<file path="src/rtl/alu_arbiter_pkg.sv">
// Shared ALU widths, opcode encodings and arbiter FSM encodings.
// Also provides the opcode range check used when ALU_ARB_OPRN_CHECK_EN is defined.
package alu_arbiter_pkg;

  localparam int ALU_DATA_WIDTH        = 32;
  localparam int ALU_DATA_INDEX_LIMIT  = ALU_DATA_WIDTH - 1;
  localparam int ALU_OPRN_WIDTH        = 6;
  localparam int ALU_OPRN_INDEX_LIMIT  = ALU_OPRN_WIDTH - 1;

  localparam logic [ALU_OPRN_WIDTH-1:0] ALU_OPRN_ADD = 6'h01;
  localparam logic [ALU_OPRN_WIDTH-1:0] ALU_OPRN_SUB = 6'h02;
  localparam logic [ALU_OPRN_WIDTH-1:0] ALU_OPRN_MUL = 6'h03;
  localparam logic [ALU_OPRN_WIDTH-1:0] ALU_OPRN_SHR = 6'h04;
  localparam logic [ALU_OPRN_WIDTH-1:0] ALU_OPRN_SHL = 6'h05;
  localparam logic [ALU_OPRN_WIDTH-1:0] ALU_OPRN_AND = 6'h06;
  localparam logic [ALU_OPRN_WIDTH-1:0] ALU_OPRN_OR  = 6'h07;
  localparam logic [ALU_OPRN_WIDTH-1:0] ALU_OPRN_NOR = 6'h08;
  localparam logic [ALU_OPRN_WIDTH-1:0] ALU_OPRN_SLT = 6'h09;

  typedef enum logic [1:0] {
    ALU_ARB_ST_IDLE = 2'd0,
    ALU_ARB_ST_EXEC = 2'd1,
    ALU_ARB_ST_RESP = 2'd2
  } alu_arb_state_t;

  function automatic logic oprn_is_valid(input logic [ALU_OPRN_WIDTH-1:0] oprn);
    return (oprn >= ALU_OPRN_ADD) && (oprn <= ALU_OPRN_SLT);
  endfunction

endpackage

</file>
<file path="src/rtl/alu_arbiter_alu.sv">
// Combinational project ALU: add/sub/mul/shifts/logic/unsigned set-less-than.
// All arithmetic wraps mod 2^DATA_WIDTH; unknown opcodes produce zero.
module alu
  import alu_arbiter_pkg::*;
#(
  parameter int DATA_WIDTH = ALU_DATA_WIDTH,
  parameter int OPRN_WIDTH = ALU_OPRN_WIDTH
) (
  output logic [DATA_WIDTH-1:0] result,
  input  logic [DATA_WIDTH-1:0] op1,
  input  logic [DATA_WIDTH-1:0] op2,
  input  logic [OPRN_WIDTH-1:0] oprn
);

  // Opcode decode
  always_comb begin
    result = {DATA_WIDTH{1'b0}};
    case (oprn)
      ALU_OPRN_ADD: result = op1 + op2;
      ALU_OPRN_SUB: result = op1 - op2;
      ALU_OPRN_MUL: result = op1 * op2;
      ALU_OPRN_SHR: result = op1 >> op2;
      ALU_OPRN_SHL: result = op1 << op2;
      ALU_OPRN_AND: result = op1 & op2;
      ALU_OPRN_OR:  result = op1 | op2;
      ALU_OPRN_NOR: result = ~(op1 | op2);
      ALU_OPRN_SLT: result = {{(DATA_WIDTH-1){1'b0}}, (op1 < op2)};
      default:      result = {DATA_WIDTH{1'b0}};
    endcase
  end

endmodule

</file>
<file path="src/rtl/alu_arbiter.sv">
// Round-robin arbiter sharing one ALU between two valid/ready requesters.
// Define ALU_ARB_OPRN_CHECK_EN to flag opcodes outside 0x01..0x09 via RSP_ERR.
module alu_arbiter
  import alu_arbiter_pkg::*;
#(
  parameter int DATA_WIDTH = ALU_DATA_WIDTH,
  parameter int OPRN_WIDTH = ALU_OPRN_WIDTH
) (
  input  logic                  CLK,
  input  logic                  RST,
  input  logic                  REQ_VALID0,
  input  logic                  REQ_VALID1,
  output logic                  REQ_READY0,
  output logic                  REQ_READY1,
  input  logic [DATA_WIDTH-1:0] OP1_0,
  input  logic [DATA_WIDTH-1:0] OP1_1,
  input  logic [DATA_WIDTH-1:0] OP2_0,
  input  logic [DATA_WIDTH-1:0] OP2_1,
  input  logic [OPRN_WIDTH-1:0] OPRN_0,
  input  logic [OPRN_WIDTH-1:0] OPRN_1,
  output logic                  RSP_VALID0,
  output logic                  RSP_VALID1,
  input  logic                  RSP_READY0,
  input  logic                  RSP_READY1,
  output logic [DATA_WIDTH-1:0] RESULT,
  output logic                  RSP_ERR
);

  alu_arb_state_t          state_r;
  alu_arb_state_t          next_state_s;
  logic                    prio_r;
  logic                    owner_r;
  logic [DATA_WIDTH-1:0]   op1_r;
  logic [DATA_WIDTH-1:0]   op2_r;
  logic [OPRN_WIDTH-1:0]   oprn_r;
  logic [DATA_WIDTH-1:0]   result_r;
  logic                    err_r;
  logic                    rsp_valid0_r;
  logic                    rsp_valid1_r;
  logic [DATA_WIDTH-1:0]   alu_result_s;
  logic                    hs_s;
  logic                    rsp_hs_s;
  logic                    oprn_bad_s;

  alu #(
    .DATA_WIDTH (DATA_WIDTH),
    .OPRN_WIDTH (OPRN_WIDTH)
  ) u_alu (
    .result (alu_result_s),
    .op1    (op1_r),
    .op2    (op2_r),
    .oprn   (oprn_r)
  );

`ifdef ALU_ARB_OPRN_CHECK_EN
  assign oprn_bad_s = ~oprn_is_valid(oprn_r);
`else
  assign oprn_bad_s = 1'b0;
`endif

  // Round-robin grant: a lone request wins, contention goes to prio
  always_comb begin
    REQ_READY0 = 1'b0;
    REQ_READY1 = 1'b0;
    if (state_r == ALU_ARB_ST_IDLE) begin
      REQ_READY0 = REQ_VALID0 & (~REQ_VALID1 | (prio_r == 1'b0));
      REQ_READY1 = REQ_VALID1 & (~REQ_VALID0 | (prio_r == 1'b1));
    end else begin
      REQ_READY0 = 1'b0;
      REQ_READY1 = 1'b0;
    end
  end

  assign hs_s     = REQ_READY0 | REQ_READY1;
  assign rsp_hs_s = (rsp_valid0_r & RSP_READY0) | (rsp_valid1_r & RSP_READY1);

  // FSM next-state
  always_comb begin
    next_state_s = state_r;
    case (state_r)
      ALU_ARB_ST_IDLE: begin
        if (hs_s) next_state_s = ALU_ARB_ST_EXEC;
        else      next_state_s = ALU_ARB_ST_IDLE;
      end
      ALU_ARB_ST_EXEC: next_state_s = ALU_ARB_ST_RESP;
      ALU_ARB_ST_RESP: begin
        if (rsp_hs_s) next_state_s = ALU_ARB_ST_IDLE;
        else          next_state_s = ALU_ARB_ST_RESP;
      end
      default: next_state_s = ALU_ARB_ST_IDLE;
    endcase
  end

  // FSM state register
  always_ff @(posedge CLK or negedge RST) begin
    if (!RST) state_r <= ALU_ARB_ST_IDLE;
    else      state_r <= next_state_s;
  end

  // Command capture; prio moves to the requester that was not granted
  always_ff @(posedge CLK or negedge RST) begin
    if (!RST) begin
      op1_r   <= {DATA_WIDTH{1'b0}};
      op2_r   <= {DATA_WIDTH{1'b0}};
      oprn_r  <= {OPRN_WIDTH{1'b0}};
      owner_r <= 1'b0;
      prio_r  <= 1'b0;
    end else if (REQ_READY1) begin
      op1_r   <= OP1_1;
      op2_r   <= OP2_1;
      oprn_r  <= OPRN_1;
      owner_r <= 1'b1;
      prio_r  <= 1'b0;
    end else if (REQ_READY0) begin
      op1_r   <= OP1_0;
      op2_r   <= OP2_0;
      oprn_r  <= OPRN_0;
      owner_r <= 1'b0;
      prio_r  <= 1'b1;
    end
  end

  // Response registers: loaded leaving EXEC, held until the owner accepts
  always_ff @(posedge CLK or negedge RST) begin
    if (!RST) begin
      result_r     <= {DATA_WIDTH{1'b0}};
      err_r        <= 1'b0;
      rsp_valid0_r <= 1'b0;
      rsp_valid1_r <= 1'b0;
    end else if (state_r == ALU_ARB_ST_EXEC) begin
      result_r     <= oprn_bad_s ? {DATA_WIDTH{1'b0}} : alu_result_s;
      err_r        <= oprn_bad_s;
      rsp_valid0_r <= ~owner_r;
      rsp_valid1_r <= owner_r;
    end else if (rsp_hs_s) begin
      rsp_valid0_r <= 1'b0;
      rsp_valid1_r <= 1'b0;
    end
  end

  assign RSP_VALID0 = rsp_valid0_r;
  assign RSP_VALID1 = rsp_valid1_r;
  assign RESULT     = result_r;
  assign RSP_ERR    = err_r;

endmodule

</file>
<file path="config.mk">
export PLATFORM = sky130hd
export DESIGN_NAME = alu_arbiter
export DESIGN_NICKNAME = d
export VERILOG_FILES = /design/src/rtl/alu_arbiter_pkg.sv /design/src/rtl/alu_arbiter_alu.sv /design/src/rtl/alu_arbiter.sv
export SDC_FILE = /design/constraint.sdc
export NUM_CORES = 2
export LEC_CHECK = 0
export ABC_AREA = 1
export CAP_MARGIN = 15
export CORE_AREA = 2 2 278 280
export CTS_BUF_LIST = sky130_fd_sc_hd__clkbuf_16
export DETAILED_ROUTE_END_ITERATION = 6
export DIE_AREA = 0 0 280 282
export PLACE_DENSITY = 0.65
export SETUP_SLACK_MARGIN = 0.15
export SLEW_MARGIN = 20
export SYNTH_ARGS = -nofsm -noshare
export SYNTH_HDL_FRONTEND = slang
export SYNTH_SLANG_ARGS = --single-unit
</file>
<file path="constraint.sdc">
create_clock -name CLK -period 13.6 [get_ports CLK]
set_clock_uncertainty 0.15 [all_clocks]
set_input_delay 1.36 -clock CLK [delete_from_list [all_inputs] [get_ports CLK]]
set_output_delay 1.36 -clock CLK [all_outputs]
set_load 0.02 [all_outputs]
</file>
==> flow_metrics.tcl <==
set metrics [dict create \
    drive_gt1_share_pct 3.50 \
    dpl.hpwl_um 100000 \
    antenna_found_initial 5 \
    synth_area_leaders "fa_1, nand2_1, inv_1" \
    yosysSeqAreaShare_pct 8.94 \
    cpMostUsedCell "fa_1" \
    synth_top_flop_cell "dfrtp_1" \
    required_ns 13.77 \
    row_count 101 \
    die_area_um2 79000 \
    cts_buffer_depth 2 \
    met3_length_um 10700 \
    fmax_mhz 124 \
    reg2reg_to "RESULT[24]" \
    grt_max_degree 73 \
    ios 183 \
    route.met2.wl_um 57400 \
    rsz0062_at_grt "no" \
    worst_slew_pin_slew_ns 1.07 \
    syn_inst 4524 \
    syn_area_um2 30200 \
    htreeDepth 3 \
    syn_avg_cell_area_um2 6.68 \
    multi_input_area_um2 22800 \
    synth_cell_type_count 62 \
    synth_edf_count 0 \
    finalSetupTns_ns 0 \
    arrival_ns 8.25 \
    cts_resized 0 \
    route.detailed.wl_per_inst_um 23.1 \
    cts_setup_buffers 0 \
    grt_overflow 0 \
    via_count 30542 \
    ff2ff_path_depth 26 \
    yosys_warnings 0 \
    yosys.area.top_type "fa_1" \
    hold_start "owner_r" \
    rrSetupSlack_ns 5.52 \
    setup_viol 0 \
    wl_um 127000 \
    cts_hold_buf 0 \
    highest_layer "met5" \
    cts_buffers 9 \
    fin_util_pct 43.7 \
    crit_path_start_kind "register" \
    period_share_pct 59.4 \
    fin_cells 5528 \
    routed_via_density 5.52 \
    cts.sinks 108 \
    die_h_um 282 \
    grt_use_total_pct 32.8 \
    drt_iter0_drc 2862 \
    hold_class "reg2reg" \
    nFillCells 7959 \
    slew_headroom_pct 28.2 \
    route.detailed.drc 0 \
    r2r-start "op1_r[9]" \
    clk_latency_ns 0.44 \
    min_path_cells 1 \
    clkTransAtPathRegs_ns 0.10 \
    hold_viol 0 \
    holdWs_ns 0.311 \
    seqCellArea_um2 2710 \
    critical_path_class "reg2reg" \
    fin_nets 5319 \
    status "finished clean" \
    fp.dieW_um 280 \
    crit_path_top_delay_cell "fa_1" \
    synth_top_cell_area_share_pct 27.2 \
    wl_met1_um 50200 \
    syn-num-nets 5299 \
    min_to "RSP_VALID0" \
    port_buffers 181 \
    start_util_pct 39.9 \
    maxCapViolCount 0 \
    slew_violations 0 \
    cp_slowest_stage_delay_ns 0.58 \
    synthToLayoutAreaGrowth_pct 9.36 \
    synthArstFlopShare_pct 100 \
    grt_pass1_wl_um 193000 \
    clockRootBuffer "clkbuf_16" \
    core_area_um2 75700 \
    min_period_ns 8.08 \
    first_global_vias 30949 \
    gp_congestion 1.03 \
    ys_seq_elements 108 \
    cp_max_fo 26 \
    place_inst 5511 \
    first_pass_iters 6 \
    antenna_left 0 \
    cts_tree "built" \
    cp-end-kind "register" \
]
==> layout make-up <==
class | count | area share, %
Multi-Input combinational cell | 3190 | 69.0
Inverter | 994 | 11.3
Sequential cell | 108 | 8.20
Timing Repair Buffer | 241 | 6.84
Tap cell | 978 | 3.70
Clock buffer | 9 | 0.681
Clock inverter | 7 | 0.242
Antenna cell | 1 | 0.00757
==> metrics by stage <==
stage                     setup slack [ns]  instance area, um2
after floorplan                       6.04               30200
after global placement                5.53               32700
after detailed placement              5.61               32700
after CTS                             5.58               33000
after global routing                  5.07               33000
final                                 5.52               33000
==> per-layer routing <==
| layer | global-route usage [%] | vias up |
|---|---|---|
| met1 | 41.3 | 14841 |
| met2 | 52.6 | 1476 |
| li1 | - | 13879 |
| met5 | 0 | - |
| met3 | 5.48 | 344 |
| met4 | 20.5 | 2 |
==> registers in the layout, summed over array words and instances (netlist names), 2 cells and up <==
name	flops
RESULT	32
op1_r	32
op2_r	32
oprn_r	6
state_r	2
==> worst max-delay path by stage <==
stage,from,end,depth (start not counted)
2_1_floorplan,op2_r[2],RESULT[30],30
3_3_place_gp,op1_r[9],RESULT[24],26
3_5_place_dp,op1_r[9],RESULT[24],26
4_1_cts,op1_r[9],RESULT[24],26
5_1_grt,op1_r[16],RESULT[24],24
6_report,op1_r[9],RESULT[24],26
==> cells by family (layout without fill, tap and decap cells) <==
logic type	after synthesis	after routing	synth area share [%]
AND/OR/NAND/NOR	1973	1973	27.2
flip-flops	108	108	8.94
XOR/XNOR	33	33	0.956
buffers and inverters	1226	1251	15.6
AO/OA/AOI/OAI	554	554	11.1
other	1	2	0.0124
adder cells (fa/ha/maj)	629	629	36.2
==> synthesized netlist by cell type, types with 3 or more instances <==
library cell and n:
a221oi_1 25, inv_2 14, a21boi_0 3, o31ai_1 5, o2111a_1 3, nand2_1 1273, nor2_1 191, a31oi_1 7
buf_1 45, o21bai_1 15, buf_6 9, a21oi_1 189, o211ai_1 60, xnor2_1 13, o21ai_1 21, nand4_1 34
fa_1 410, ha_1 219, clkinv_1 7, xor2_1 20, o21ai_0 144, buf_4 3, nand3b_1 10, buf_2 28
nor2_2 8, nand3_1 401, a21o_1 11, or2_2 14, dfrtp_1 108, o22ai_1 30, o21ai_2 17, nor4_1 5
inv_1 970, clkbuf_1 147, a211oi_1 4, nor3_1 23
==> layout by cell type (no fill, tap or decap), drive strengths merged, types with 30 or more instances in the layout <==
master | netlist | final
nor2 | 202 | 202
o21ai | 184 | 184
nand3 | 403 | 403
dfrtp | 108 | 108
buf | 85 | 61
nand2 | 1276 | 1276
clkdlybuf4s50 | 0 | 180
ha | 219 | 219
nand4 | 34 | 34
o22ai | 30 | 30
a21oi | 190 | 190
inv | 984 | 987
o211ai | 62 | 62
fa | 410 | 410
==> worst max-delay path, delay by kind of cell, from the launching register on <==
family	cells	cell delay, ns
simple gates	5	0.63
buf+inv	6	0.91
flops	1	0.34
compound gates	5	1.45
fa+ha+maj	10	4.49
Power is left out: the tool's default activity adds up to more than one toggle a clock period on the data nets, which glitch-free logic cannot reach.
